===== src/rtl/fpdiv_seq_if.sv =====
`default_nettype none
// ============================================================================
//  Module      : fpdiv_seq_if
//  Description : Operand/result handshake bundle for the sequential
//                floating-point divider. The master drives operands and
//                accepts results; the slave is the divider.
//  Revision    : 1.0 - initial release
// ============================================================================
interface fpdiv_seq_if #(
    parameter int EXP_W = 8,
    parameter int MAN_W = 23
) ();
    localparam int W = EXP_W + MAN_W + 1;

    logic         in_valid;
    logic         in_ready;
    logic [W-1:0] a;
    logic [W-1:0] b;
    logic         out_valid;
    logic         out_ready;
    logic [W-1:0] result;
    logic [4:0]   flags;

    modport master (
        output in_valid, a, b, out_ready,
        input  in_ready, out_valid, result, flags
    );

    modport slave (
        input  in_valid, a, b, out_ready,
        output in_ready, out_valid, result, flags
    );
endinterface
`default_nettype wire


===== src/rtl/fpdiv_seq.sv =====
`default_nettype none
// ============================================================================
//  Module      : fpdiv_seq
//  Description : Multi-cycle IEEE-754-style divider. Radix-2 restoring
//                mantissa division (one quotient bit per cycle), RNE
//                rounding, DAZ inputs / FTZ outputs, exception flags
//                {invalid, div_by_zero, overflow, underflow, inexact}.
//  Revision    : 1.0 - initial release
// ============================================================================
module fpdiv_seq #(
    parameter int EXP_W = 8,
    parameter int MAN_W = 23
) (
    input  logic       clk,
    input  logic       rst,
    fpdiv_seq_if.slave bus
);
    localparam int W  = EXP_W + MAN_W + 1;
    localparam int QW = MAN_W + 3;          // quotient bits produced
    localparam int RW = MAN_W + 2;          // partial remainder width
    localparam int XW = EXP_W + 2;          // signed working exponent width
    localparam int CW = $clog2(QW + 1);

    localparam logic [CW-1:0]        LAST_STEP = CW'(QW - 1);
    localparam logic signed [XW-1:0] BIAS      = XW'((1 << (EXP_W - 1)) - 1);
    localparam logic signed [XW-1:0] EXP_MAX   = XW'((1 << EXP_W) - 1);
    localparam logic signed [XW-1:0] EXP_NONE  = '0;
    localparam logic [EXP_W-1:0]     EXP_ONES  = '1;
    localparam logic [EXP_W-1:0]     EXP_ZERO  = '0;
    localparam logic [MAN_W-1:0]     MAN_ZERO  = '0;
    localparam logic [W-1:0]         QNAN      = {1'b0, EXP_ONES, 1'b1, {(MAN_W-1){1'b0}}};

    localparam logic [4:0] F_INVALID = 5'b10000;
    localparam logic [4:0] F_DBZ     = 5'b01000;
    localparam logic [4:0] F_OVF     = 5'b00100;
    localparam logic [4:0] F_UNF     = 5'b00010;
    localparam logic [4:0] F_INX     = 5'b00001;

    localparam logic [2:0] S_IDLE   = 3'd0;
    localparam logic [2:0] S_UNPACK = 3'd1;
    localparam logic [2:0] S_DIV    = 3'd2;
    localparam logic [2:0] S_ROUND  = 3'd3;
    localparam logic [2:0] S_DONE   = 3'd4;

    logic [2:0]        state_q, state_d;
    logic              in_ready_q, out_valid_q;
    logic [W-1:0]      result_q;
    logic [4:0]        flags_q;
    logic [W-1:0]      a_q, b_q;
    logic [RW-1:0]     rem_q;
    logic [MAN_W:0]    div_q;
    logic [QW-1:0]     quo_q;
    logic [CW-1:0]     cnt_q;
    logic signed [XW-1:0] exp_q;
    logic              sign_q;

    // FSM strobes
    logic accept, do_unpack, do_step, do_round, set_valid, xfer;

    // Operand fields of the captured pair
    logic              sa, sb, sq;
    logic [EXP_W-1:0]  ea, eb;
    logic [MAN_W-1:0]  fa, fb;
    logic              zero_a, zero_b, inf_a, inf_b, nan_a, nan_b;
    logic signed [XW-1:0] unp_exp;

    assign sa = a_q[W-1];
    assign sb = b_q[W-1];
    assign sq = sa ^ sb;
    assign ea = a_q[W-2:MAN_W];
    assign eb = b_q[W-2:MAN_W];
    assign fa = a_q[MAN_W-1:0];
    assign fb = b_q[MAN_W-1:0];

    // Denormals collapse to zero, so a zero exponent alone means zero
    assign zero_a = (ea == EXP_ZERO);
    assign zero_b = (eb == EXP_ZERO);
    assign inf_a  = (ea == EXP_ONES) && (fa == MAN_ZERO);
    assign inf_b  = (eb == EXP_ONES) && (fb == MAN_ZERO);
    assign nan_a  = (ea == EXP_ONES) && (fa != MAN_ZERO);
    assign nan_b  = (eb == EXP_ONES) && (fb != MAN_ZERO);

    assign unp_exp = $signed({2'b00, ea}) - $signed({2'b00, eb}) + BIAS;

    assign bus.in_ready  = in_ready_q;
    assign bus.out_valid = out_valid_q;
    assign bus.result    = result_q;
    assign bus.flags     = flags_q;

    // Special-case classification, highest priority first
    logic         is_special;
    logic [W-1:0] spec_res;
    logic [4:0]   spec_flags;

    always_comb begin
        is_special = 1'b1;
        spec_res   = QNAN;
        spec_flags = F_INVALID;
        if (nan_a || nan_b) begin
            spec_res   = QNAN;
            spec_flags = F_INVALID;
        end else if ((zero_a && zero_b) || (inf_a && inf_b)) begin
            spec_res   = QNAN;
            spec_flags = F_INVALID;
        end else if (inf_a) begin
            spec_res   = {sq, EXP_ONES, MAN_ZERO};
            spec_flags = 5'b00000;
        end else if (zero_b) begin
            spec_res   = {sq, EXP_ONES, MAN_ZERO};
            spec_flags = F_DBZ;
        end else if (zero_a || inf_b) begin
            spec_res   = {sq, EXP_ZERO, MAN_ZERO};
            spec_flags = 5'b00000;
        end else begin
            is_special = 1'b0;
            spec_res   = '0;
            spec_flags = 5'b00000;
        end
    end

    // One restoring-division step: subtract divisor when it fits, then shift
    logic          step_ge;
    logic [RW-1:0] rem_next;

    always_comb begin
        step_ge  = (rem_q >= {1'b0, div_q});
        rem_next = (step_ge ? (rem_q - {1'b0, div_q}) : rem_q) << 1;
    end

    // Normalise, round to nearest even and apply the range limits
    logic                 q_msb, guard_b, round_b, sticky_b, round_up, rnd_carry;
    logic [MAN_W-1:0]     frac_pre, frac_rnd;
    logic signed [XW-1:0] rnd_exp;
    logic [W-1:0]         rnd_res;
    logic [4:0]           rnd_flags;

    always_comb begin
        q_msb    = quo_q[QW-1];
        sticky_b = (rem_q != '0);
        if (q_msb) begin
            frac_pre = quo_q[QW-2:2];
            guard_b  = quo_q[1];
            round_b  = quo_q[0];
        end else begin
            // Quotient below 1.0: one extra quotient bit becomes the LSB
            frac_pre = quo_q[QW-3:1];
            guard_b  = quo_q[0];
            round_b  = 1'b0;
        end
        round_up = guard_b & (round_b | sticky_b | frac_pre[0]);
        {rnd_carry, frac_rnd} = {1'b0, frac_pre} + {{MAN_W{1'b0}}, round_up};
        rnd_exp = $signed(exp_q - {{(XW-1){1'b0}}, ~q_msb} + {{(XW-1){1'b0}}, rnd_carry});
        if (rnd_exp >= EXP_MAX) begin
            rnd_res   = {sign_q, EXP_ONES, MAN_ZERO};
            rnd_flags = F_OVF | F_INX;
        end else if (rnd_exp <= EXP_NONE) begin
            rnd_res   = {sign_q, EXP_ZERO, MAN_ZERO};
            rnd_flags = F_UNF | F_INX;
        end else begin
            rnd_res   = {sign_q, rnd_exp[EXP_W-1:0], frac_rnd};
            rnd_flags = (guard_b | round_b | sticky_b) ? F_INX : 5'b00000;
        end
    end

    // State register
    always_ff @(posedge clk) begin
        if (rst) state_q <= S_IDLE;
        else     state_q <= state_d;
    end

    // Next-state logic
    always_comb begin
        state_d = state_q;
        case (state_q)
            S_IDLE:   if (accept) state_d = S_UNPACK;
            S_UNPACK: state_d = is_special ? S_DONE : S_DIV;
            S_DIV:    if (cnt_q == LAST_STEP) state_d = S_ROUND;
            S_ROUND:  state_d = S_DONE;
            S_DONE:   if (xfer) state_d = S_IDLE;
            default:  state_d = S_IDLE;
        endcase
    end

    // Per-state control strobes
    always_comb begin
        accept    = 1'b0;
        do_unpack = 1'b0;
        do_step   = 1'b0;
        do_round  = 1'b0;
        set_valid = 1'b0;
        xfer      = 1'b0;
        case (state_q)
            S_IDLE:   accept    = bus.in_valid && in_ready_q;
            S_UNPACK: do_unpack = 1'b1;
            S_DIV:    do_step   = 1'b1;
            S_ROUND:  do_round  = 1'b1;
            S_DONE: begin
                set_valid = !out_valid_q;
                xfer      = out_valid_q && bus.out_ready;
            end
            default: ;
        endcase
    end

    // Datapath and handshake registers
    always_ff @(posedge clk) begin
        if (rst) begin
            in_ready_q  <= 1'b0;
            out_valid_q <= 1'b0;
            result_q    <= '0;
            flags_q     <= '0;
            a_q         <= '0;
            b_q         <= '0;
            rem_q       <= '0;
            div_q       <= '0;
            quo_q       <= '0;
            cnt_q       <= '0;
            exp_q       <= '0;
            sign_q      <= 1'b0;
        end else begin
            in_ready_q <= (state_d == S_IDLE);
            if (accept) begin
                a_q <= bus.a;
                b_q <= bus.b;
            end
            if (do_unpack) begin
                sign_q <= sq;
                rem_q  <= {1'b0, 1'b1, fa};
                div_q  <= {1'b1, fb};
                quo_q  <= '0;
                cnt_q  <= '0;
                exp_q  <= unp_exp;
                if (is_special) begin
                    result_q <= spec_res;
                    flags_q  <= spec_flags;
                end
            end
            if (do_step) begin
                rem_q <= rem_next;
                quo_q <= {quo_q[QW-2:0], step_ge};
                cnt_q <= cnt_q + CW'(1);
            end
            if (do_round) begin
                result_q <= rnd_res;
                flags_q  <= rnd_flags;
            end
            if (set_valid)  out_valid_q <= 1'b1;
            else if (xfer)  out_valid_q <= 1'b0;
        end
    end
endmodule
`default_nettype wire

===== src/flat_wrapper.sv =====
// flat-port wrapper written by rule: the top's interface ports become plain ports
module fpdiv_seq_flat 
#(
    parameter int EXP_W = 8,
    parameter int MAN_W = 23
)
  (clk, rst, bus_in_valid, bus_a, bus_b, bus_out_ready, bus_in_ready, bus_out_valid, bus_result, bus_flags);
  fpdiv_seq_if #(.EXP_W(EXP_W), .MAN_W(MAN_W)) bus_i ();
  input  logic clk;
  input  logic rst;
  input wire logic [$bits(bus_i.in_valid)-1:0] bus_in_valid;
  input wire logic [$bits(bus_i.a)-1:0] bus_a;
  input wire logic [$bits(bus_i.b)-1:0] bus_b;
  input wire logic [$bits(bus_i.out_ready)-1:0] bus_out_ready;
  output wire logic [$bits(bus_i.in_ready)-1:0] bus_in_ready;
  output wire logic [$bits(bus_i.out_valid)-1:0] bus_out_valid;
  output wire logic [$bits(bus_i.result)-1:0] bus_result;
  output wire logic [$bits(bus_i.flags)-1:0] bus_flags;
  assign bus_i.in_valid = bus_in_valid;
  assign bus_i.a = bus_a;
  assign bus_i.b = bus_b;
  assign bus_i.out_ready = bus_out_ready;
  assign bus_in_ready = bus_i.in_ready;
  assign bus_out_valid = bus_i.out_valid;
  assign bus_result = bus_i.result;
  assign bus_flags = bus_i.flags;
  fpdiv_seq #(.EXP_W(EXP_W), .MAN_W(MAN_W)) u_core (.clk(clk), .rst(rst), .bus(bus_i));
endmodule

===== config.mk =====
export PLATFORM = sky130hd
export DESIGN_NAME = fpdiv_seq_flat
export DESIGN_NICKNAME = d
export VERILOG_FILES = /design/src/rtl/fpdiv_seq_if.sv /design/src/rtl/fpdiv_seq.sv /design/src/flat_wrapper.sv
export SDC_FILE = /design/constraint.sdc
export NUM_CORES = 1
export LEC_CHECK = 0
export CAP_MARGIN = 20
export CORE_ASPECT_RATIO = 1.75
export CORE_MARGIN = 4
export CORE_UTILIZATION = 55
export CTS_CLUSTER_SIZE = 16
export DETAILED_ROUTE_END_ITERATION = 7
export GPL_TIMING_DRIVEN = 0
export PLACE_DENSITY_LB_ADDON = 0.12
export SYNTH_ARGS = -nofsm -noshare
export SYNTH_HDL_FRONTEND = slang
export SYNTH_SLANG_ARGS = --single-unit

===== constraint.sdc =====
create_clock -name clk -period 5.5 [get_ports clk]
set_clock_uncertainty 0.05 [all_clocks]
set_input_delay 0.825 -clock clk [delete_from_list [all_inputs] [get_ports clk]]
set_output_delay 0.825 -clock clk [all_outputs]
set_load 0.01 [all_outputs]

==> impl_results.md, run 1 <==
- Status: complete, no violations
- Post-synth EDFFs: 0
- Combinational family with the most area after synthesis: compound AO/OA/AOI/OAI gates
- Slew @ Worst Pin: 0.853 ns
- Max Slew Vio Count: 0
- Required @ worst endpoint: 5.79 ns
- Worst r2r path cells: 21
- Simple logic cell fraction of the synthesized area: 21.6%
- Slew Limit Headroom: 42.9%
- NetSw: 0.00111 W
- Mux cell area share after synthesis: 2.60%
- Sequential share of the synthesized area: 37.2%
- Hold Path Stages: 2
- Commonest cells after routing, fill and taps aside: nand2_1 (236), dfxtp_1 (192), a21oi_1 (155)
- I/O Buffers: 105
- H-Tree Depth: 4
- Pint: 0.00246 W
- Setup crit end kind: flip-flop
- Core ar.: 18,700 sq um
- Hold WS: 0.410 ns
- Dpl cell area: 11,900 sq um
- Sequential Power Share: 42.8%
- Drt total wl: 32,200 microns
- GRT Total Usage: 29.8%
- Final TNS setup: 0 ns
- Final Hold Fails: 0
- Synth Area in Compound Gates: 24.1%
- Starting Density: 56.5%
- Top FF cell, synth: dfxtp_1
- Clock Tree Buf Depth: 2
- Placer Congestion: 1.02
- Lkg Pwr: 4.49 nW
- HP Class: reg2reg
- Critical Path AT: 5.62 ns
- Vias: 10,400
- Clock Root Buffer: clkbuf_16
- GR peak layer: met2
- Finish-stage setup viols: 0
- Met1 Use GR: 30.1%
- CTS tree: built
- Initial DRT Pass Iterations: 5
- Combinational share of power: 21.6%
- Ys Warns: 0
- Mapped cell area: 10,600 sq um
- HPWL Detailed: 24,700 microns
- GRT met3 Usage: 4.45%
- Commonest non-fill, non-tap cell in the layout: nand2_1
- Total grt overflow: 0
- Cell area after layout: 12,600 sq um
- FFs w/ async S/R, synth: 0%
- First-pass GRT wire length: 51,000 microns
- Avg Synthesized Cell Area: 7.90 sq um
- Max VDD drop: 0.237 mV
- Clock share of power: 35.7%
- Yosys cell types: 83
- N_diodes: 0
- Flops & latches, synth: 197
- Vias in the first global route: 10,200
- Sw frac: 31.1%
- Max cap viols: 0
- Final #Nets: 1,581
- CP Launch Type: flip-flop
- Pin count of the biggest net entering global routing: 20
- Syn nets: 1,457
- Post-layout util: 67.2%
- Wire per inst: 18.8 microns
- Share of cells above drive strength 1: 5.69%
- Die height: 192 microns
- Row cnt: 66
- Clk sinks: 197
- Xor-xnor portion of the synthesized cell area: 2.89%
- Achievable Freq: 188 MHz
- Antenna violations before repair: 0
- Die ar.: 21,600 sq um
- Post-synthesis adder-cell area fraction: 6.00%
- Clock transition at the registers of the reported paths: 0.08 ns
- Fillers: 1,656
- Cts-stage hold buffer count: 0
- CP Max Fanout: 10
- GRT met2 Usage: 55.3%
- Min Tclk post-route: 5.33 ns
- Cts bufs inserted: 17
- DIE WIDTH: 113 microns
- Post-DRT Antenna Nets: 0
- Initial drt markers: 797
- Synth Instances: 1,340
- Crit share post-route: 96.9%
- Layout area overhead: 18.9%
- Via/cell ratio: 6.09
- DR DRC count: 0
- Kind of critical path: reg2reg
- Worst-Skew Late Latency: 0.45 ns
- IO Pins: 107
- Power per cell area: 283 nW/um^2
[timing repair]
item,4_1_cts,5_1_grt
setup buffers,0,3
resized for setup,4,12
pin swaps,0,3
endpoints found under the setup margin,27,30
[cell usage after synthesis (6+ instances only)]
master	count	area share (%)
nand2_1	236	8.4
a311oi_1	10	0.83
clkbuf_1	65	2.3
nor2b_1	13	0.77
a31oi_1	9	0.53
buf_2	8	0.38
xor2_1	14	1.2
o21ai_0	22	1.0
nor2_1	97	3.4
nand2b_1	11	0.65
a22oi_1	48	3.4
buf_1	7	0.25
dfxtp_1	197	37
nand4_1	15	0.89
nor4_1	24	1.4
nand3_1	26	1.2
mux2i_1	23	2.2
o21a_1	11	0.78
a211oi_1	26	1.8
o22ai_1	19	1.1
and2_1	6	0.35
a21oi_1	155	7.3
a21o_1	11	0.78
inv_1	66	2.3
xnor2_1	21	1.7
and3_1	8	0.47
a32o_1	9	0.85
or3_1	6	0.35
ha_1	46	5.4
nor3_1	22	1.0
a22o_1	14	1.2
[routing by layer]
metal / vias to the layer above / routed length (microns)
met5: - / 0
met4: 0 / 2320
met3: 116 / 1440
met2: 383 / 16800
met1: 4895 / 11700
li1: 5043 / -
[layout make-up]
class	count	area, sq um	area share [%]
inverter	68	255	2.03
clock inverter	14	159	1.26
sequential	197	3950	31.4
timing repair buffer	108	1070	8.52
multi-input combinational	992	6080	48.3
tap	238	298	2.36
buffer	80	340	2.70
clock buffer	18	439	3.49
[final timing paths]
check             slack (ns)              endpoint        startpoint
setup / recovery        0.17  u_core.bus.result[3]  u_core.quo_q[25]
hold / removal          0.41      u_core.div_q[19]  u_core.div_q[19]
setup reg to reg        0.17  u_core.bus.result[3]  u_core.quo_q[25]
hold reg to reg         0.41      u_core.div_q[19]  u_core.div_q[19]
[cells by family (layout without fill, tap and decap cells)]
group	count (synthesis)	after routing
AOI/OAI and AO/OA	384	384
xor gates and xnor gates	35	35
adders and majority gates	49	49
buffers and inverters	151	288
DFF	197	197
muxes	27	27
and+or+nand+nor	497	497
[state kept, by name, indices dropped and copies added, names as in the netlist]
name and flops:
u_core.a_q 32, u_core.b_q 32, u_core.bus.flags 5, u_core.bus.in_ready 1, u_core.bus.out_valid 1, u_core.bus.result 32
u_core.cnt_q 5, u_core.div_q 24, u_core.exp_q 10, u_core.quo_q 26, u_core.rem_q 25, u_core.sign_q 1
u_core.state_q 3
[critical path, stage by stage (launching register included)]
cell and delay (ns):
dfxtp_1 0.35, clkbuf_4 0.23, mux2i_1 0.14, nor4_4 0.32, and3b_2 0.29, nand3_1 0.16
nor2_4 0.23, and4_1 0.24, buf_2 0.17, nand2_1 0.10, nor3b_2 0.19, ha_2 0.24
inv_1 0.06, fa_1 0.40, nor2b_1 0.19, o31a_2 0.18, a21oi_1 0.07, or4_1 0.47
or4_1 0.45, and4_4 0.25, buf_2 0.21, a22o_1 0.23
[power groups by stage]
stage | clock network, W | logic (W) | registers [W]
after floorplan | 0 | 0.000533 | 0.00155
after global placement | 0 | 0.000750 | 0.00156
after detailed placement | 0 | 0.000761 | 0.00156
after CTS | 0.00128 | 0.000765 | 0.00153
after global routing | 0.00134 | 0.000845 | 0.00153
final | 0.00127 | 0.000769 | 0.00153
[metrics by stage]
step,std cells,worst slack [ns],total power (W)
after floorplan,1340,0.770,0.00208
after global placement,1683,-0.111,0.00231
after detailed placement,1683,-0.176,0.00232
after CTS,1714,0.0318,0.00357
after global routing,1715,-0.0494,0.00371
final,1715,0.168,0.00357
(Power assumes the default switching activity.)
==> inputs of run 2 (changes only) <==
Settings changed: GPL_ROUTABILITY_DRIVEN from default to 0.
==> run 2 against run 1 <==
Hold slack got worse by 0.0035 ns. Die area did not move. Sequential share of layout area barely moved. Clock power barely moved. Design area fell by 0.20%. Via count fell by 1.2%. Critical path depth fell by 4. Global-route usage fell by 1.2 points. Critical path type unchanged. Largest cell class unchanged.
==> impl_results.md, run 2 (synthesis results as in run 1) <==
- Achievable Freq: 191 MHz
- Initial drt markers: 698
- Die ar.: 21,600 sq um
- CP Launch Type: flip-flop
- Clock Tree Buf Depth: 2
- Slew @ Worst Pin: 0.859 ns
- Row cnt: 66
- Final Hold Fails: 0
- Wire per inst: 18.1 microns
- Cts-stage hold buffer count: 0
- Worst-Skew Late Latency: 0.44 ns
- Via/cell ratio: 6.02
- HP Class: reg2reg
- I/O Buffers: 105
- H-Tree Depth: 4
- First-pass GRT wire length: 49,600 microns
- N_diodes: 0
- DR DRC count: 0
- Fillers: 1,651
- HPWL Detailed: 24,200 microns
- Max Slew Vio Count: 0
- Lkg Pwr: 4.48 nW
- Register area: 3940 sq um
- Power per cell area: 284 nW/um^2
- Antenna violations before repair: 0
- Non-Filler Instances: 1,712
- Post-DRT Antenna Nets: 0
- Commonest non-fill, non-tap cell in the layout: nand2_1
- Min Tclk post-route: 5.22 ns
- Max VDD drop: 0.242 mV
- Cts bufs inserted: 17
- CP max stage delay: 0.50 ns
- CP Max Fanout: 10
- IO Pins: 107
- Placed insts: 1,683
- Slew Limit Headroom: 42.5%
- Reg-to-reg slack, setup: 0.28 ns
- Clk sinks: 197
- Critical-path cell list: clkbuf_4 -> clkbuf_1 -> buf_2 -> clkbuf_1 -> a21oi_1 -> nor3b_2 -> ha_2 -> inv_1 -> fa_1 -> nor2b_1 -> o31a_2 -> a21oi_1 -> or4_1 -> or4_1 -> and4_4 -> buf_2 -> a22o_1
- Finish-stage setup viols: 0
- Cell area after layout: 12,600 sq um
- Multi-input combinational cell area: 6080 sq um
- GRT Total Usage: 28.7%
- Required @ worst endpoint: 5.78 ns
- Kind of critical path: reg2reg
- Clock transition at the registers of the reported paths: 0.08 ns
- Commonest cells after routing, fill and taps aside: nand2_1 (236), dfxtp_1 (197), a21oi_1 (155)
- Crit share post-route: 95.0%
- Post-place setup slack: -0.150 ns
- Layout area overhead: 18.7%
- Clock Root Buffer: clkbuf_16
- Vias in the first global route: 10,000
- Pin count of the biggest net entering global routing: 21
- Setup crit end kind: flip-flop
- Core ar.: 18,700 sq um
- Max cap viols: 0
- Share of cells above drive strength 1: 4.95%
- DIE WIDTH: 113 microns
- Final #Nets: 1,578
- Setup ws final: 0.276 ns
- Post-CTS setup buffers: 0
- Die height: 192 microns
- Total grt overflow: 0
- Slowest-stage cell, CP: clkbuf_1
- Critical Path AT: 5.50 ns
- Status: complete, no violations
- CTS tree: built
- Dpl cell area: 11,900 sq um
- Starting Density: 56.5%
- Vias: 10,300
- Initial DRT Pass Iterations: 7
- Drt total wl: 31,100 microns
run 2: what timing repair did:
action | in CTS | in global routing
setup endpoints to repair | 28 | 33
pin swaps | 0 | 1
resized for setup | 3 | 4
run 2: where the power goes:
part	leakage, nW	switching (W)	total [W]	internal [W]
clock network	0.292	0.000628	0.00128	0.000657
logic	2.59	0.000443	0.000764	0.000321
registers	1.59	0.0000490	0.00153	0.00148
total	4.48	0.00112	0.00357	0.00246
run 2: metal layers:
layer | vias to the layer above | track usage (%) | routed length [microns]
met5 | - | 0 | 0
met4 | 0 | 18.2 | 2040
met3 | 99 | 3.28 | 1390
met2 | 347 | 54.0 | 16200
met1 | 4820 | 29.6 | 11400
li1 | 5047 | - | -
run 2: per-stage QoR:
| step | utilization (%) | hold WS [ns] | power (W) | TNS [ns] |
|---|---|---|---|---|
| final | 67.0 | 0.407 | 0.00357 | 0 |
| after CTS | 67.0 | 0.409 | 0.00357 | 0 |
| after floorplan | - | 0.386 | 0.00208 | 0 |
| after detailed placement | 63.7 | 0.398 | 0.00231 | -3.02 |
| after global placement | 63.7 | 0.396 | 0.00230 | -0.916 |
| after global routing | 67.0 | 0.429 | 0.00373 | -0.358 |
run 2: critical path: cells and delay by family, from the launching register on:
kind / cells / cell delay, ns
buffers and inverters: 6 / 1.87
AND/OR/NAND/NOR: 5 / 1.57
adder cells (fa/ha/maj): 2 / 0.63
AO/OA/AOI/OAI: 4 / 0.61
flip-flops: 1 / 0.37
run 2: worst paths after layout:
path / cells past startpoint / end / start
worst min-delay path: 2 / u_core.div_q[11] / u_core.div_q[11]
worst min register to register: 2 / u_core.div_q[11] / u_core.div_q[11]
worst max-delay path: 17 / u_core.bus.result[3] / u_core.quo_q[25]
worst max register to register: 17 / u_core.bus.result[3] / u_core.quo_q[25]
run 2: cell type report:
type	instances	share of cell area, %
tap	238	2.37
sequential	197	31.4
buffer	80	2.68
multi-input combinational	992	48.4
clock inverter	14	1.41
clock buffer	18	3.41
inverter	68	2.03
timing repair buffer	105	8.36
==> inputs of run 3 (changes only) <==
Settings changed: HOLD_SLACK_MARGIN from default to 0.15.
==> results of run 3 <==
The final DEF is identical to that of run 2; final timing and power are the same.
